$ cat src/rtl/iq_symbol_if.sv
// Symbol stream interface for iq_symbol_mod: valid/ready handshake carrying signed I/Q pairs.
interface iq_symbol_if #(
    parameter int unsigned IQW = 8
);
    logic           s_valid;
    logic           s_ready;
    logic [IQW-1:0] s_i;
    logic [IQW-1:0] s_q;

    modport master (output s_valid, output s_i, output s_q, input s_ready);
    modport slave  (input s_valid, input s_i, input s_q, output s_ready);
endinterface

$ cat src/rtl/iq_symbol_mod.sv
// Quadrature symbol modulator: FIFO-buffered I/Q symbols upconverted with an fs/4 LO to offset-binary DAC words.
// Optional constant-carrier test tone enabled by defining IQMOD_TESTTONE_EN (adds test_en port).
module iq_symbol_mod #(
    parameter int unsigned IQW       = 8,
    parameter int unsigned DACW      = 10,
    parameter int unsigned DEPTH     = 4,
    parameter int unsigned SYMLEN    = 16,
    parameter int unsigned START_LVL = 2
) (
    input  logic                          clk,
    input  logic                          reset_,
    input  logic                          locked,
`ifdef IQMOD_TESTTONE_EN
    input  logic                          test_en,
`endif
    iq_symbol_if.slave                    sif,
    output logic [DACW-1:0]               dacval,
    output logic                          active,
    output logic                          underrun,
    output logic [1:0]                    lo_phase,
    output logic [$clog2(DEPTH):0]        fifo_level
);
    localparam int unsigned AW = $clog2(DEPTH);
    localparam int unsigned LW = AW + 1;
    localparam int unsigned CW = $clog2(SYMLEN);
    localparam logic [IQW-1:0]  S_MIN   = {1'b1, {(IQW-1){1'b0}}};
    localparam logic [IQW-1:0]  S_MAX   = ~S_MIN;
    localparam logic [DACW-1:0] DAC_MID = {1'b1, {(DACW-1){1'b0}}};
    localparam logic [CW-1:0]   CNT_LAST = CW'(SYMLEN - 1);

    typedef enum logic [1:0] {ST_IDLE, ST_RUN, ST_UNDER} state_e;

    state_e           state_q, state_d;
    logic [1:0]       sync_q, sync_d;
    logic [CW-1:0]    cnt_q, cnt_d;
    logic [1:0]       phase_q, phase_d;
    logic [IQW-1:0]   sym_i_q, sym_i_d, sym_q_q, sym_q_d;
    logic             tone_q, tone_d;
    logic [AW-1:0]    wr_ptr_q, wr_ptr_d, rd_ptr_q, rd_ptr_d;
    logic [LW-1:0]    level_q, level_d;
    logic             ready_q, ready_d;
    logic [DACW-1:0]  dac_q, dac_d;
    logic             active_q, active_d, under_q, under_d;
    logic [2*IQW-1:0] mem_q [DEPTH];

    logic           lk, push, pop, flush, tone_go;
    logic [IQW-1:0] head_i, head_q, samp;

    function automatic logic [IQW-1:0] sat_neg(input logic [IQW-1:0] x);
        return (x == S_MIN) ? S_MAX : IQW'(~x + 1'b1);
    endfunction

    assign lk     = sync_q[1];
    assign push   = sif.s_valid & ready_q;
    assign head_i = mem_q[rd_ptr_q][2*IQW-1:IQW];
    assign head_q = mem_q[rd_ptr_q][IQW-1:0];

`ifdef IQMOD_TESTTONE_EN
    assign tone_go = lk & test_en;
`else
    assign tone_go = 1'b0;
`endif

    // Symbol sequencing FSM; symbol registers and LO phase are loaded with the values for the next output cycle.
    always_comb begin
        state_d = state_q;
        cnt_d   = cnt_q;
        phase_d = 2'd0;
        sym_i_d = sym_i_q;
        sym_q_d = sym_q_q;
        tone_d  = tone_q;
        pop     = 1'b0;
        flush   = 1'b0;
        case (state_q)
            ST_IDLE: begin
                tone_d = 1'b0;
                if (tone_go) begin
                    state_d = ST_RUN;
                    tone_d  = 1'b1;
                    cnt_d   = '0;
                    sym_i_d = S_MAX;
                    sym_q_d = '0;
                end else if (lk && (level_q >= LW'(START_LVL))) begin
                    state_d = ST_RUN;
                    pop     = 1'b1;
                    cnt_d   = '0;
                    sym_i_d = head_i;
                    sym_q_d = head_q;
                end
            end
            ST_RUN: begin
                if (!lk) begin
                    state_d = ST_IDLE;
                    flush   = ~tone_q;
                    tone_d  = 1'b0;
                end else if (cnt_q != CNT_LAST) begin
                    cnt_d   = cnt_q + 1'b1;
                    phase_d = phase_q + 2'd1;
                end else if (tone_go) begin
                    cnt_d   = '0;
                    tone_d  = 1'b1;
                    sym_i_d = S_MAX;
                    sym_q_d = '0;
                end else if (tone_q) begin
                    state_d = ST_IDLE;
                    tone_d  = 1'b0;
                end else if (level_q != '0) begin
                    pop     = 1'b1;
                    cnt_d   = '0;
                    sym_i_d = head_i;
                    sym_q_d = head_q;
                end else begin
                    state_d = ST_UNDER;
                end
            end
            ST_UNDER: state_d = ST_IDLE;
            default:  state_d = ST_IDLE;
        endcase
    end

    // FIFO bookkeeping; a lock-loss flush discards any same-cycle push.
    always_comb begin
        sync_d   = {sync_q[0], locked};
        wr_ptr_d = wr_ptr_q + AW'(push);
        rd_ptr_d = rd_ptr_q + AW'(pop);
        level_d  = level_q + LW'(push) - LW'(pop);
        if (flush) begin
            wr_ptr_d = '0;
            rd_ptr_d = '0;
            level_d  = '0;
        end
        ready_d = (level_d < LW'(DEPTH));
    end

    // LO mixing (+I, +Q, -I, -Q) and offset-binary conversion.
    always_comb begin
        case (phase_d)
            2'd0:    samp = sym_i_d;
            2'd1:    samp = sym_q_d;
            2'd2:    samp = sat_neg(sym_i_d);
            default: samp = sat_neg(sym_q_d);
        endcase
        dac_d    = (state_d == ST_RUN) ? (DACW'({~samp[IQW-1], samp[IQW-2:0]}) << (DACW - IQW)) : DAC_MID;
        active_d = (state_d == ST_RUN);
        under_d  = (state_d == ST_UNDER);
    end

    always_ff @(posedge clk or negedge reset_) begin
        if (!reset_) begin
            state_q  <= ST_IDLE;
            sync_q   <= '0;
            cnt_q    <= '0;
            phase_q  <= '0;
            sym_i_q  <= '0;
            sym_q_q  <= '0;
            tone_q   <= 1'b0;
            wr_ptr_q <= '0;
            rd_ptr_q <= '0;
            level_q  <= '0;
            ready_q  <= 1'b1;
            dac_q    <= DAC_MID;
            active_q <= 1'b0;
            under_q  <= 1'b0;
        end else begin
            state_q  <= state_d;
            sync_q   <= sync_d;
            cnt_q    <= cnt_d;
            phase_q  <= phase_d;
            sym_i_q  <= sym_i_d;
            sym_q_q  <= sym_q_d;
            tone_q   <= tone_d;
            wr_ptr_q <= wr_ptr_d;
            rd_ptr_q <= rd_ptr_d;
            level_q  <= level_d;
            ready_q  <= ready_d;
            dac_q    <= dac_d;
            active_q <= active_d;
            under_q  <= under_d;
        end
    end

    always_ff @(posedge clk) begin
        if (push) mem_q[wr_ptr_q] <= {sif.s_i, sif.s_q};
    end

    assign sif.s_ready = ready_q;
    assign dacval      = dac_q;
    assign active      = active_q;
    assign underrun    = under_q;
    assign lo_phase    = phase_q;
    assign fifo_level  = level_q;
endmodule

$ cat src/flat_wrapper.sv
// flat-port wrapper written by rule: the top's interface ports become plain ports
module iq_symbol_mod_flat 
#(
    parameter int unsigned IQW       = 8,
    parameter int unsigned DACW      = 10,
    parameter int unsigned DEPTH     = 4,
    parameter int unsigned SYMLEN    = 16,
    parameter int unsigned START_LVL = 2
)
  (clk, reset_, locked, dacval, active, underrun, lo_phase, fifo_level, sif_s_valid, sif_s_i, sif_s_q, sif_s_ready);
  iq_symbol_if #(.IQW(IQW)) sif_i ();
  input  logic clk;
  input  logic reset_;
  input  logic locked;
  output logic [DACW-1:0] dacval;
  output logic active;
  output logic underrun;
  output logic [1:0] lo_phase;
  output logic [$clog2(DEPTH):0] fifo_level;
  input wire logic [$bits(sif_i.s_valid)-1:0] sif_s_valid;
  input wire logic [$bits(sif_i.s_i)-1:0] sif_s_i;
  input wire logic [$bits(sif_i.s_q)-1:0] sif_s_q;
  output wire logic [$bits(sif_i.s_ready)-1:0] sif_s_ready;
  assign sif_i.s_valid = sif_s_valid;
  assign sif_i.s_i = sif_s_i;
  assign sif_i.s_q = sif_s_q;
  assign sif_s_ready = sif_i.s_ready;
  iq_symbol_mod #(.IQW(IQW), .DACW(DACW), .DEPTH(DEPTH), .SYMLEN(SYMLEN), .START_LVL(START_LVL)) u_core (.clk(clk), .reset_(reset_), .locked(locked), .sif(sif_i), .dacval(dacval), .active(active), .underrun(underrun), .lo_phase(lo_phase), .fifo_level(fifo_level));
endmodule
$ cat config.mk
export PLATFORM = sky130hd
export DESIGN_NAME = iq_symbol_mod_flat
export DESIGN_NICKNAME = d
export VERILOG_FILES = /design/src/rtl/iq_symbol_if.sv /design/src/rtl/iq_symbol_mod.sv /design/src/flat_wrapper.sv
export SDC_FILE = /design/constraint.sdc
export NUM_CORES = 1
export LEC_CHECK = 0
export ABC_AREA = 1
export ABC_CLOCK_PERIOD_IN_PS = 6750
export CAP_MARGIN = 0
export CORE_MARGIN = 2
export CORE_UTILIZATION = 52
export DETAILED_ROUTE_END_ITERATION = 10
export GPL_TIMING_DRIVEN = 0
export PLACE_DENSITY_LB_ADDON = 0.3
export SLEW_MARGIN = 20
export SYNTH_ARGS = -nofsm -noshare
export SYNTH_HDL_FRONTEND = slang
export SYNTH_SLANG_ARGS = --single-unit
$ cat constraint.sdc
create_clock -name clk -period 6.75 [get_ports clk]
set_clock_uncertainty 0.2 [all_clocks]
set_input_delay 1.0125 -clock clk [delete_from_list [all_inputs] [get_ports clk]]
set_output_delay 1.0125 -clock clk [all_outputs]
set_load 0.01 [all_outputs]
* After elaboration in Yosys (flattened, before gate mapping) *
Memory sizes are Yosys's and may differ from the RTL's.
Index checks and enable logic that the tools add are counted.

storage, ports and cells
  bits in registers = 47
  RAM bits = 64
  input bits = 20
  output and inout bits = 18
  logic and storage cells = 97
  memories kept = 1

operators by class
  add/subtract/negate cells = 8
  $lt $le $gt $ge = 2
  equality and inequality tests = 13
  multiplexer cells = 47
  bitwise gates (word level) = 5
  reduce and logical (&&, ||, !) cells = 7

memories
  memory        words  width  rd ports  clocked after Yosys merged registers in  write ports  line                 source
  u_core.mem_q  4      16     1         0                                        1            iq_symbol_mod.sv:44  logic [2*IQW-1:0] mem_q [DEPTH];

operators with widths
  cell                                                               number
  2-to-1 mux 8 bit                                                   12
  one-hot mux 8 bit (2 select lines)                                 2
  one-hot mux 8 bit (3 select lines)                                 1
  2-to-1 mux 2 bit                                                   10
  2-to-1 mux 4 bit                                                   5
  adder 8 x 1 -> 8 bit, second input constant                        2
  == test 8 bit, second input constant                               2
  inverter 8 bit                                                     2
  2-to-1 mux 1 bit                                                   11
  2-to-1 mux 10 bit                                                  1
  one-hot mux 4 bit (2 select lines)                                 1
  == test 2 x 1 -> 1 bit, second input constant                      3
  inequality test 3 bit, second input constant                       2
  AND reduction 5 bit                                                1
  adder 2 x 1 -> 2 bit                                               2
  adder 4 x 1 -> 4 bit, second input constant                        1
  == test 2 bit, second input constant                               2
  logical NOT 2 bit                                                  2
  inequality test 2 x 1 -> 1 bit, second input constant              2
  inequality test 4 bit, second input constant                       1
  one-hot mux 1 bit (2 select lines)                                 2
  one-hot mux 2 bit (2 select lines)                                 1
  adder 3 x 1 -> 3 bit                                               1
  greater-or-equal comparator 3 x 2 -> 1 bit, second input constant  1
  11 further kinds                                                   12

* Longest topological paths before layout *
Gate-level depths: netlist of run 1.

  depth in word-level cells = 12
  gate-level depth with buffers = 20
  depth with buffers taken out = 18

* Least setup slack after synthesis of run 1 *
OpenSTA, ideal clock, no wires.

  path kind = input port to flip-flop
  start point = input sif_s_valid
  end point = memory u_core.mem_q[0][0] in the netlist's numbering (enable)
  setup time = 0.409 ns
  data arrival time = 2.249 ns
  required time = 6.141 ns
  slack = 3.892 ns
  stages on the path = 2
  path buffers = 0
  path through = nand2_1 nor3_1

between the ends
  longest elaborated chain between the ends = 3

RTL lines
  element                                 line                  source
  start: declaration                      flat_wrapper.sv:20    input wire logic [$bits(sif_i.s_valid)-1:0] sif_s_valid;
  AND 1 bit                               iq_symbol_mod.sv:54   assign push = sif.s_valid & ready_q;
  2-to-1 mux 1 bit                        iq_symbol_mod.sv:183  if (push) mem_q[wr_ptr_q] <= {sif.s_i, sif.s_q};
  2-to-1 mux 1 bit (not written as such)  iq_symbol_mod.sv:183
  end: declaration                        iq_symbol_mod.sv:44

No other way between the ends.

* Worst setup path in the final report of run 1 *
  start point = register u_core.state_q[1]
  end point = register u_core.dac_q[3] (netlist: u_core.dacval[3])

between the ends
  longest elaborated chain between the ends = 7
  elaborated cells between the ends (all ways) = 25
  those cells by class = add/sub (2); eq/ne (6); mux (13); bitwise (2); reduce/logical (2)

RTL lines
  element                                                                              line                                        source
  start: declaration                                                                   iq_symbol_mod.sv:33                         state_e state_q, state_d;
  start signal: assignment                                                             iq_symbol_mod.sv:165                        state_q <= state_d;
  == test 2 x 1 -> 1 bit, or another cell as far along                                 iq_symbol_mod.sv:74                         case (state_q)
  one-hot mux 8 bit (2 select lines) / 2-to-1 mux 2 bit (equally long branches)        iq_symbol_mod.sv:74, iq_symbol_mod.sv:104
  inverter 8 bit / 2-to-1 mux 2 bit (equally long branches)                            iq_symbol_mod.sv:50, iq_symbol_mod.sv:96
  adder 8 x 1 -> 8 bit / 2-to-1 mux 2 bit (equally long branches)                      iq_symbol_mod.sv:50, iq_symbol_mod.sv:92
  2-to-1 mux 8 bit / one-hot mux 2 bit (2 select lines) (equally long branches)        iq_symbol_mod.sv:50, iq_symbol_mod.sv:74
  one-hot mux 8 bit (3 select lines) / == test 2 x 1 -> 1 bit (equally long branches)  iq_symbol_mod.sv:137, iq_symbol_mod.sv:143
  2-to-1 mux 10 bit (*)                                                                iq_symbol_mod.sv:143                        dac_d = (state_d == ST_RUN) ? (DACW'({~samp[IQW-1], samp[IQW-2:0]}) << (DACW - IQW)) : DAC_MID;
  via u_core.dac_d[3]                                                                  iq_symbol_mod.sv:42                         logic [DACW-1:0] dac_q, dac_d;
  end signal: assignment                                                               iq_symbol_mod.sv:161                        dac_q <= DAC_MID;
  end signal: assignment                                                               iq_symbol_mod.sv:176                        dac_q <= dac_d;
  end: declaration                                                                     iq_symbol_mod.sv:42

The timed path passes the listed nets; every way through them passes the cells marked *.
A chain may end at the register's enable or synchronous reset.

==> results of run 1 <==
## worst register-to-register path, cell delays in order, from the launching register on
cell	delay, ps
dfrtp_1	500
nor2_2	330
nand3_4	210
nand2_4	180
buf_6	170
nand2_1	70
nand2_1	170
ha_1	230
nand3_1	90
nor2_1	190
nand3_2	160
nand2_1	100
nand2_1	70
a21oi_1	220
## placed cells by master, fill, tap and decap left out, types with 2 or more instances in the layout
cell type / instances
dfrtp_1: 42
a21oi_1: 34
ha_1: 8
o21ai_0: 12
inv_2: 10
clkdlybuf4s50_1: 34
nor2_2: 8
o21ai_1: 5
nand2_2: 10
edfxtp_1: 64
nand3_4: 2
o21ai_2: 4
nand2_4: 3
xnor2_1: 3
nor4_1: 2
clkbuf_1: 2
or2_2: 2
nor2_4: 2
buf_6: 3
buf_4: 6
nand4_1: 2
inv_1: 45
inv_8: 3
nand3_1: 46
nor3_2: 4
clkbuf_8: 9
buf_2: 13
dfstp_2: 2
a221oi_1: 4
nand2_1: 127
conb_1: 2
nor2_1: 43
nand3_2: 2
## flip-flops by register name, summed over array words and instances (netlist names)
register            flops
u_core.state_q          2
u_core.underrun         1
u_core.fifo_level       3
u_core.sif.s_ready      1
u_core.active           1
u_core.cnt_q            4
u_core.dacval           8
u_core.mem_q           64
u_core.lo_phase         2
u_core.sym_i_q          8
u_core.wr_ptr_q         2
u_core.sync_q           2
u_core.rd_ptr_q         2
u_core.sym_q_q          8
## routing by layer
layer | up-vias | GRT usage | share of wire
li1 | 1795 | - | -
met1 | 1747 | 0.298 | 0.44
met2 | 127 | 0.376 | 0.48
met3 | 22 | 0.0349 | 0.058
met4 | 0 | 0.0841 | 0.023
met5 | - | 0 | 0
## cells by family after synthesis
logic type               after synthesis
flip-flops                           108
adder cells (fa/ha/maj)                9
other                                  1
XOR/XNOR                               4
AO/OA/AOI/OAI                         64
buffers and inverters                 73
AND/OR/NAND/NOR                      253
## worst paths after layout
kind | cells after the start | to | start
max in group asynchronous | 2 | u_core.sif.s_ready | reset_
worst min-delay path | 0 | u_core.sync_q[1] | u_core.sync_q[0]
worst max register to register | 13 | u_core.dacval[3] | u_core.state_q[1]
worst min register to register | 0 | u_core.sync_q[1] | u_core.sync_q[0]
min in group asynchronous | 1 | u_core.sync_q[0] | reset_
worst max-delay path | 13 | u_core.dacval[3] | u_core.state_q[1]
## through the flow
step	hold slack (ps)	power (W)	util	instance area (um2)	cells
floorplan	131	0.00178	-	5020	513
global placement	133	0.00209	0.596	5540	677
detailed placement	150	0.00214	0.606	5620	684
CTS	174	0.00251	0.625	5810	700
global route	182	0.00271	0.625	5810	700
finish	171	0.00250	0.625	5810	700
## power groups by stage
| stage | Clock (W) | Sequential, W | Combinational [W] |
|---|---|---|---|
| detailed placement | 0 | 0.000954 | 0.00119 |
| global placement | 0 | 0.000950 | 0.00114 |
| floorplan | 0 | 0.000961 | 0.000822 |
| finish | 0.000371 | 0.000939 | 0.00119 |
| global route | 0.000399 | 0.000957 | 0.00135 |
| CTS | 0.000376 | 0.000940 | 0.00119 |
## layout make-up
type,instances,area [um2],share of cell area
clock inverters,7,58.8,0.0101
repair buffers,42,418,0.0720
multi-input cells,332,1700,0.293
clock buffers,9,124,0.0213
plain buffers,18,109,0.0187
well taps,129,161,0.0278
inverters,55,206,0.0356
flip-flops and latches,108,3030,0.521
==> impl_metrics.py, run 1 <==
metrics = {
    "setup_path": {
        "critical_path_class": "reg -> reg",
        "end_kind": "flop",
        "path_max_fanout": 11,
        "cp_top_family": "simple AND/OR/NAND/NOR gates",
        "reg2reg_slack_ps": 3780,
        "path_cells": "nor2_2, nand3_4, nand2_4, buf_6, nand2_1, nand2_1, ha_1, nand3_1, nor2_1, nand3_2, nand2_1, nand2_1, a21oi_1",
        "worst_setup_path_start_kind": "flop",
        "crit_buf_inv": 1,
        "slowest_stage": "dfrtp_1",
        "cp_data_required_time_ps": 6840,
        "cp_data_arrival_time_ps": 3050,
        "max_stage_delay_ps": 500,
        "path_common_cell": "nand2_1",
    },
    "yosys": {
        "synth_commonest_cells": "nand2_1 (127), edfxtp_1 (64), nand3_1 (46), inv_1 (45), nor2_1 (43)",
        "synth_mux_area_frac": 0,
        "synth_flop_cell": "edfxtp_1",
        "synth-seq-cells": 108,
        "synthTopCellsByArea": "edfxtp_1 (38%), dfrtp_1 (21%), nand2_1 (9.5%)",
        "synth_xor_area_frac": 0.00698,
        "async_reset_ff_frac": 0.407,
        "yosysTopAreaCellShare": 0.383,
        "syn-instance-count": 512,
        "synth-simple-area-share": 0.229,
        "synth_warnings": 0,
        "synth-edff-count": 64,
        "synthAdderAreaFrac": 0.0239,
        "yosysSeqAreaShare": 0.603,
        "synth.avg_cell_area_um2": 9.81,
        "netlist_area_um2": 5020,
        "synth_top_family_by_area": "simple AND/OR/NAND/NOR gates",
        "synth_most_common_cell": "nand2_1",
        "synth_compound_area_frac": 0.0740,
        "ys_types": 38,
        "synth_top_area_cell": "edfxtp_1",
    },
    "sta": {
        "fin_setup_tns_ps": 0,
        "rsz0062_at_grt": "no",
        "finalHoldViolCount": 0,
        "fmax_ghz": 0.337,
        "setup_viol": 0,
        "tightestPinTransition_ps": 774,
        "relSlewSlack": 0.481,
        "slew_viol_final": 0,
        "timing.final.crit_period_ps": 2970,
        "period_share": 0.440,
        "setup_ws_ps": 3780,
    },
    "cts": {
        "root_buffer": "clkbuf_8",
        "cts.sinks": 108,
        "path_clk_slew_ps": 100,
        "tritoncts": "done",
        "cts_buffers": 9,
        "cts_hold_buf": 0,
        "insertion_delay_ps": 370,
        "cts_resized": 0,
        "htreeDepth": 3,
        "cts_buffer_depth": 2,
        "post-cts-setup-buffers": 0,
    },
    "placement": {
        "hpwl_um": 7640,
        "gp_congestion": 0.908,
        "io_buffers": 35,
        "place_ws_ps": 3610,
    },
    "finish": {
        "drive_gt1_frac": 0.158,
        "insertedDiodeCount": 0,
        "nets": 595,
        "syn2layout_area_growth_pct": 15.6,
        "fillCellCount": 801,
    },
    "power": {
        "power_density_nw_per_um2": 431,
        "seqPwrFrac": 0.375,
        "p_leak_nw": 2.52,
        "peakVddDrop_mv": 0.240,
        "internal-power_w": 0.00145,
        "power_frac_clock": 0.148,
        "swShare": 0.423,
        "power.combinational.fraction": 0.477,
        "p_switching_w": 0.00106,
    },
    "run": {
        "max_cap_viol_count": 0,
    },
    "drt": {
        "ant_nets": 0,
        "drcViolationCount": 0,
        "vias": 3691,
        "routed_via_density": 5.27,
        "drtIter0Drc": 272,
        "firstDrtPassIters": 5,
        "wl_um": 10700,
        "post_drt_wl_per_cell_um": 15.2,
    },
    "global_route": {
        "grt_pass1_vias": 3633,
        "grt_overflow": 0,
        "grt_max_degree": 27,
        "grt_pass1_wl_um": 17700,
        "antenna_found_initial": 0,
        "track_usage": 0.224,
    },
    "floorplanning": {
        "pin_count": 38,
        "die-area_um2": 10500,
        "core_area_um2": 9280,
        "initial_core_util": 0.541,
        "rows": 35,
        "dieWidth_um": 102,
        "dieHeight_um": 102,
    },
    "min_path": {
        "hold_class": "reg -> reg",
    },
    "outcome": {
        "status": "finished clean",
    },
}
Note: power is estimated with default switching activity, not from simulation.
==> run 2, diff against run 1 <==
ABC_CLOCK_PERIOD_IN_PS = 3100   (was 6750)
clock period = 3.1 ns   (was 6.75 ns; I/O delays follow)
==> run 2 against run 1 <==
Die area is the same. Critical path depth grew 2. First-iteration DRC count shrank 8.8%. Via count is essentially flat. Count of clock-buffer cells in the layout is the same. Worst hold slack is essentially flat. Setup slack lost 3600 ps. Non-clock buffer count grew 1. Cell count grew 0.14%. Wire length shrank 0.79%. Sequential cell count is the same. Largest cell class unchanged. Clock power grew 120%. Critical path type unchanged.
==> impl_metrics.py, run 2 (synthesized netlist as in run 1, its figures left out) <==
metrics = {
    "floorplanning": {
        "core_area_um2": 9280,
        "dieHeight_um": 102,
        "pin_count": 38,
        "rows": 35,
        "initial_core_util": 0.541,
        "dieWidth_um": 102,
        "die-area_um2": 10500,
    },
    "sta": {
        "fmax_ghz": 0.347,
        "period_share": 0.929,
        "setup_viol": 0,
        "rsz0062_at_grt": "no",
        "finalHoldViolCount": 0,
        "tightestPinTransition_ps": 778,
        "slew_viol_final": 0,
        "timing.final.crit_period_ps": 2880,
        "relSlewSlack": 0.479,
        "fin_setup_tns_ps": 0,
    },
    "finish": {
        "syn2layout_area_growth_pct": 16.1,
        "nets": 596,
        "final_common_cell": "nand2_1",
        "largest_register_ff_count": 64,
        "final_cell_mix": "nand2_1 (127), edfxtp_1 (64), nand3_1 (46)",
        "fin_area_um2": 5830,
        "insertedDiodeCount": 0,
        "drive_gt1_frac": 0.163,
        "largest-register": "u_core.mem_q",
        "fin_cells": 701,
    },
    "cts": {
        "post-cts-setup-buffers": 0,
        "cts.sinks": 108,
        "cts_buffer_depth": 2,
        "path_clk_slew_ps": 100,
        "htreeDepth": 3,
        "root_buffer": "clkbuf_8",
        "insertion_delay_ps": 370,
        "tritoncts": "done",
        "cts_buffers": 9,
    },
    "run": {
        "max_cap_viol_count": 0,
    },
    "setup_path": {
        "path_max_fanout": 11,
        "worst_setup_path_start_kind": "flop",
        "reg2reg_slack_ps": 220,
        "regToRegEndpoint": "u_core.dacval[3]",
        "critical_path_class": "reg -> reg",
        "reg2reg_from": "u_core.cnt_q[1]",
        "crit_start": "u_core.cnt_q[1]",
        "crit_end": "u_core.dacval[3]",
        "cp_data_arrival_time_ps": 2970,
        "ff2ff_path_depth": 15,
        "cp_data_required_time_ps": 3190,
        "end_kind": "flop",
    },
    "outcome": {
        "status": "finished clean",
    },
    "drt": {
        "post_drt_wl_per_cell_um": 15.1,
        "ant_nets": 0,
        "vias": 3690,
        "wl_um": 10600,
        "drcViolationCount": 0,
        "firstDrtPassIters": 5,
        "routed_via_density": 5.26,
        "drtIter0Drc": 248,
    },
    "placement": {
        "gp_congestion": 0.908,
        "io_buffers": 35,
        "place_area_um2": 5620,
        "hpwl_um": 7640,
        "placed_cells": 684,
    },
    "power": {
        "power_density_nw_per_um2": 938,
        "p_leak_nw": 2.53,
        "peakVddDrop_mv": 0.537,
        "p_total_w": 0.00546,
    },
    "global_route": {
        "grt_pass1_vias": 3633,
        "antenna_found_initial": 0,
        "grt_max_degree": 27,
        "track_usage": 0.224,
        "grt_overflow": 0,
        "grt_pass1_wl_um": 17700,
    },
    "min_path": {
        "hold_class": "reg -> reg",
    },
}
## run 2: timing repair
| action | 4_1_cts | 5_1_grt |
|---|---|---|
| endpoints found under the hold margin | 17 | 0 |
| endpoints found under the setup margin | 0 | 4 |
| gates resized for setup | 0 | 5 |
| hold buffers | 1 | 0 |
## run 2: worst min path at each step
stage | start | to | cells past startpoint
final | u_core.sync_q[0] | u_core.sync_q[1] | 0
after global routing | u_core.sync_q[0] | u_core.sync_q[1] | 0
after CTS | u_core.sync_q[0] | u_core.sync_q[1] | 0
after detailed placement | u_core.sync_q[0] | u_core.sync_q[1] | 0
after global placement | u_core.sync_q[0] | u_core.sync_q[1] | 0
after floorplan | reset_ | u_core.active | 0
## run 2: routing by layer
| layer | vias to the layer above | routed length (um) | global-route usage |
|---|---|---|---|
| li1 | 1797 | - | - |
| met1 | 1744 | 4540 | 0.298 |
| met2 | 128 | 5100 | 0.376 |
| met3 | 21 | 705 | 0.0349 |
| met4 | 0 | 226 | 0.0841 |
| met5 | - | 0 | 0 |
## run 2: through the flow
| step | utilization | setup WS (ps) | hold WS [ps] |
|---|---|---|---|
| after floorplan | - | 471 | -30.6 |
| after global placement | 0.596 | -490 | 133 |
| after detailed placement | 0.606 | 201 | 150 |
| after CTS | 0.627 | 165 | 174 |
| after global routing | 0.628 | 7.13 | 182 |
| final | 0.628 | 220 | 171 |
## run 2: layout make-up
cell class              count  area, um2
well taps                 129        161
fillers                   797       3460
multi-input cells         332       1710
clock buffers               9        124
plain buffers              18        110
flip-flops and latches    108       3030
inverters                  55        206
repair buffers             43        428
clock inverters             7       58.8
## run 2: power breakdown
group | internal, W | leakage [nW] | switching (W) | total, W
clock network | 0.000308 | 0.0930 | 0.000502 | 0.000811
registers | 0.00191 | 1.14 | 0.000139 | 0.00204
logic | 0.000941 | 1.29 | 0.00167 | 0.00261
## run 2: critical path, cell delays in order (launching register included)
cell,delay [ps]
dfrtp_1,380
ha_2,230
nand3_4,110
nor2_4,120
nand3_4,150
nand2_4,170
buf_6,170
nand2_1,70
nand2_1,170
ha_1,230
nand3_1,100
nor2_2,140
nand3_2,150
nand2_1,90
nand2_1,70
a21oi_1,220
==> run 3, diff against run 2 <==
CORE_ASPECT_RATIO = 0.9   (was not set)
GPL_ROUTABILITY_DRIVEN = 1   (was not set)
==> run 3 against run 2 <==
Sequential power barely moved. Non-clock buffer count fell by 1. Die area barely moved. First-iteration DRC count rose by 3.2%.
==> impl_metrics.py, run 3 (synthesized netlist as in run 1, its figures left out) <==
metrics = {
    "floorplanning": {
        "dieWidth_um": 108,
        "die-area_um2": 10500,
        "dieHeight_um": 97.2,
        "core_area_um2": 9530,
        "rows": 34,
        "initial_core_util": 0.527,
        "pin_count": 38,
    },
    "setup_path": {
        "reg2reg_from": "u_core.state_q[1]",
        "ff2ff_path_depth": 16,
        "cp_data_arrival_time_ps": 3010,
        "path_max_fanout": 10,
        "reg2reg_slack_ps": 190,
        "cp_data_required_time_ps": 3200,
        "critical_path_class": "reg -> reg",
        "slowest_stage": "dfrtp_1",
        "path_common_cell": "nand2_1",
        "crit_buf_inv": 4,
        "end_kind": "flop",
        "max_stage_delay_ps": 520,
        "path_cells": "inv_1, clkbuf_1, nand2_1, nor2_1, nand2_1, nand2_1, inv_1, ha_1, nand3_1, nor2_2, nand3_2, nand2_1, inv_1, nand3_1, nand2_1, nand3_1",
        "cp_top_family": "simple AND/OR/NAND/NOR gates",
        "regToRegEndpoint": "u_core.dacval[9]",
        "worst_setup_path_start_kind": "flop",
    },
    "min_path": {
        "hold_class": "reg -> reg",
        "hold-path-cell-count": 0,
        "hold_start": "u_core.sync_q[0]",
        "min_to": "u_core.sync_q[1]",
    },
    "sta": {
        "finalHoldViolCount": 0,
        "fmax_ghz": 0.343,
        "tightestPinTransition_ps": 801,
        "slew_viol_final": 0,
        "setup_viol": 0,
        "relSlewSlack": 0.463,
        "fin_setup_tns_ps": 0,
        "timing.final.crit_period_ps": 2910,
        "period_share": 0.940,
    },
    "finish": {
        "multi_input_area_um2": 1730,
        "fin_area_um2": 5860,
        "syn2layout_area_growth_pct": 16.8,
        "insertedDiodeCount": 0,
        "final_cell_mix": "nand2_1 (126), edfxtp_1 (64), nand3_1 (46)",
        "fin_cells": 697,
        "ff_latch_area_um2": 3030,
        "largest_register_ff_count": 64,
        "fillCellCount": 810,
        "nets": 595,
        "drive_gt1_frac": 0.161,
        "largest-register": "u_core.mem_q",
        "final_common_cell": "nand2_1",
    },
    "power": {
        "peakVddDrop_mv": 0.574,
        "p_total_w": 0.00562,
        "power.combinational.fraction": 0.464,
        "p_leak_nw": 2.54,
        "power_frac_clock": 0.172,
        "seqPwrFrac": 0.364,
        "internal-power_w": 0.00331,
        "power_density_nw_per_um2": 959,
        "p_switching_w": 0.00231,
        "swShare": 0.410,
    },
    "cts": {
        "insertion_delay_ps": 370,
        "post-cts-setup-buffers": 0,
        "path_clk_slew_ps": 100,
        "cts_buffer_depth": 2,
        "htreeDepth": 3,
        "cts.sinks": 108,
        "cts_buffers": 9,
        "tritoncts": "done",
        "root_buffer": "clkbuf_8",
    },
    "drt": {
        "vias": 3632,
        "post_drt_wl_per_cell_um": 15.0,
        "drtIter0Drc": 256,
        "wl_um": 10500,
        "drcViolationCount": 0,
        "ant_nets": 0,
        "firstDrtPassIters": 5,
        "routed_via_density": 5.21,
    },
    "outcome": {
        "status": "finished clean",
    },
    "placement": {
        "hpwl_um": 7510,
        "placed_cells": 680,
        "gp_congestion": 0.913,
        "io_buffers": 35,
        "place_area_um2": 5610,
    },
    "global_route": {
        "grt_max_degree": 34,
        "grt_overflow": 0,
        "track_usage": 0.217,
        "grt_pass1_wl_um": 17500,
        "grt_pass1_vias": 3558,
        "antenna_found_initial": 0,
    },
    "run": {
        "max_cap_viol_count": 0,
    },
}
run 3: cell count changes in the layout (fill, tap and decap cells not counted):
cell,change
clkinv_2,-1
nand2_8,+1
nand2_2,+1
buf_4,+1
buf_6,-2
nand2_1,-1
clkbuf_2,-1
clkbuf_1,+1
inv_8,-1
nand2_4,-1
clkinv_4,+1
bufinv_16,+2
clkinvlp_4,-1
run 3: power groups by stage:
stage / clock network, W / registers (W) / logic, W
floorplan: 0 / 0.00209 / 0.00179
global placement: 0 / 0.00207 / 0.00249
detailed placement: 0 / 0.00207 / 0.00258
CTS: 0.000978 / 0.00204 / 0.00259
global route: 0.00104 / 0.00208 / 0.00294
finish: 0.000966 / 0.00205 / 0.00261
run 3: layout make-up:
type | instances | area share
clock inverters | 7 | 0.0177
clock buffers | 9 | 0.0211
inverters | 55 | 0.0352
repair buffers | 42 | 0.0704
multi-input cells | 332 | 0.294
well taps | 126 | 0.0269
flip-flops and latches | 108 | 0.516
plain buffers | 18 | 0.0186
run 3: per-layer routing:
metal  vias up  part of all wire  global-route usage  wire [um]
li1       1797                 -                   -          -
met1      1739              0.47               0.309       4880
met2        77              0.47               0.333       4980
met3        19             0.040              0.0436        420
met4         0             0.020              0.0759        205
met5         -                 0                   0          0
run 3: worst max path at each step:
stage / from / end / slack, ps / cells past startpoint
CTS: u_core.cnt_q[1] / u_core.dacval[4] / 160 / 15
finish: u_core.state_q[1] / u_core.dacval[9] / 190 / 16
floorplan: u_core.cnt_q[1] / u_core.fifo_level[1] / 470 / 13
detailed placement: u_core.cnt_q[1] / u_core.dacval[4] / 200 / 15
global placement: sif_s_valid / u_core.mem_q[3][3] / -550 / 3
global route: u_core.state_q[1] / u_core.dacval[9] / -8 / 16
run 3: what timing repair did:
action	in CTS	in global routing
hold buffers	1	0
resized for setup	0	5
endpoints found under the hold margin	11	0
endpoints found under the setup margin	0	7
run 3: metrics by stage:
| stage | hold WS (ps) | setup WS (ps) | utilization |
|---|---|---|---|
| 4_1_cts | 161 | 161 | 0.613 |
| 6_report | 158 | 186 | 0.615 |
| 2_1_floorplan | -30.6 | 471 | - |
| 5_1_grt | 173 | -8.15 | 0.615 |
| 3_5_place_dp | 136 | 195 | 0.588 |
| 3_3_place_gp | 134 | -553 | 0.581 |
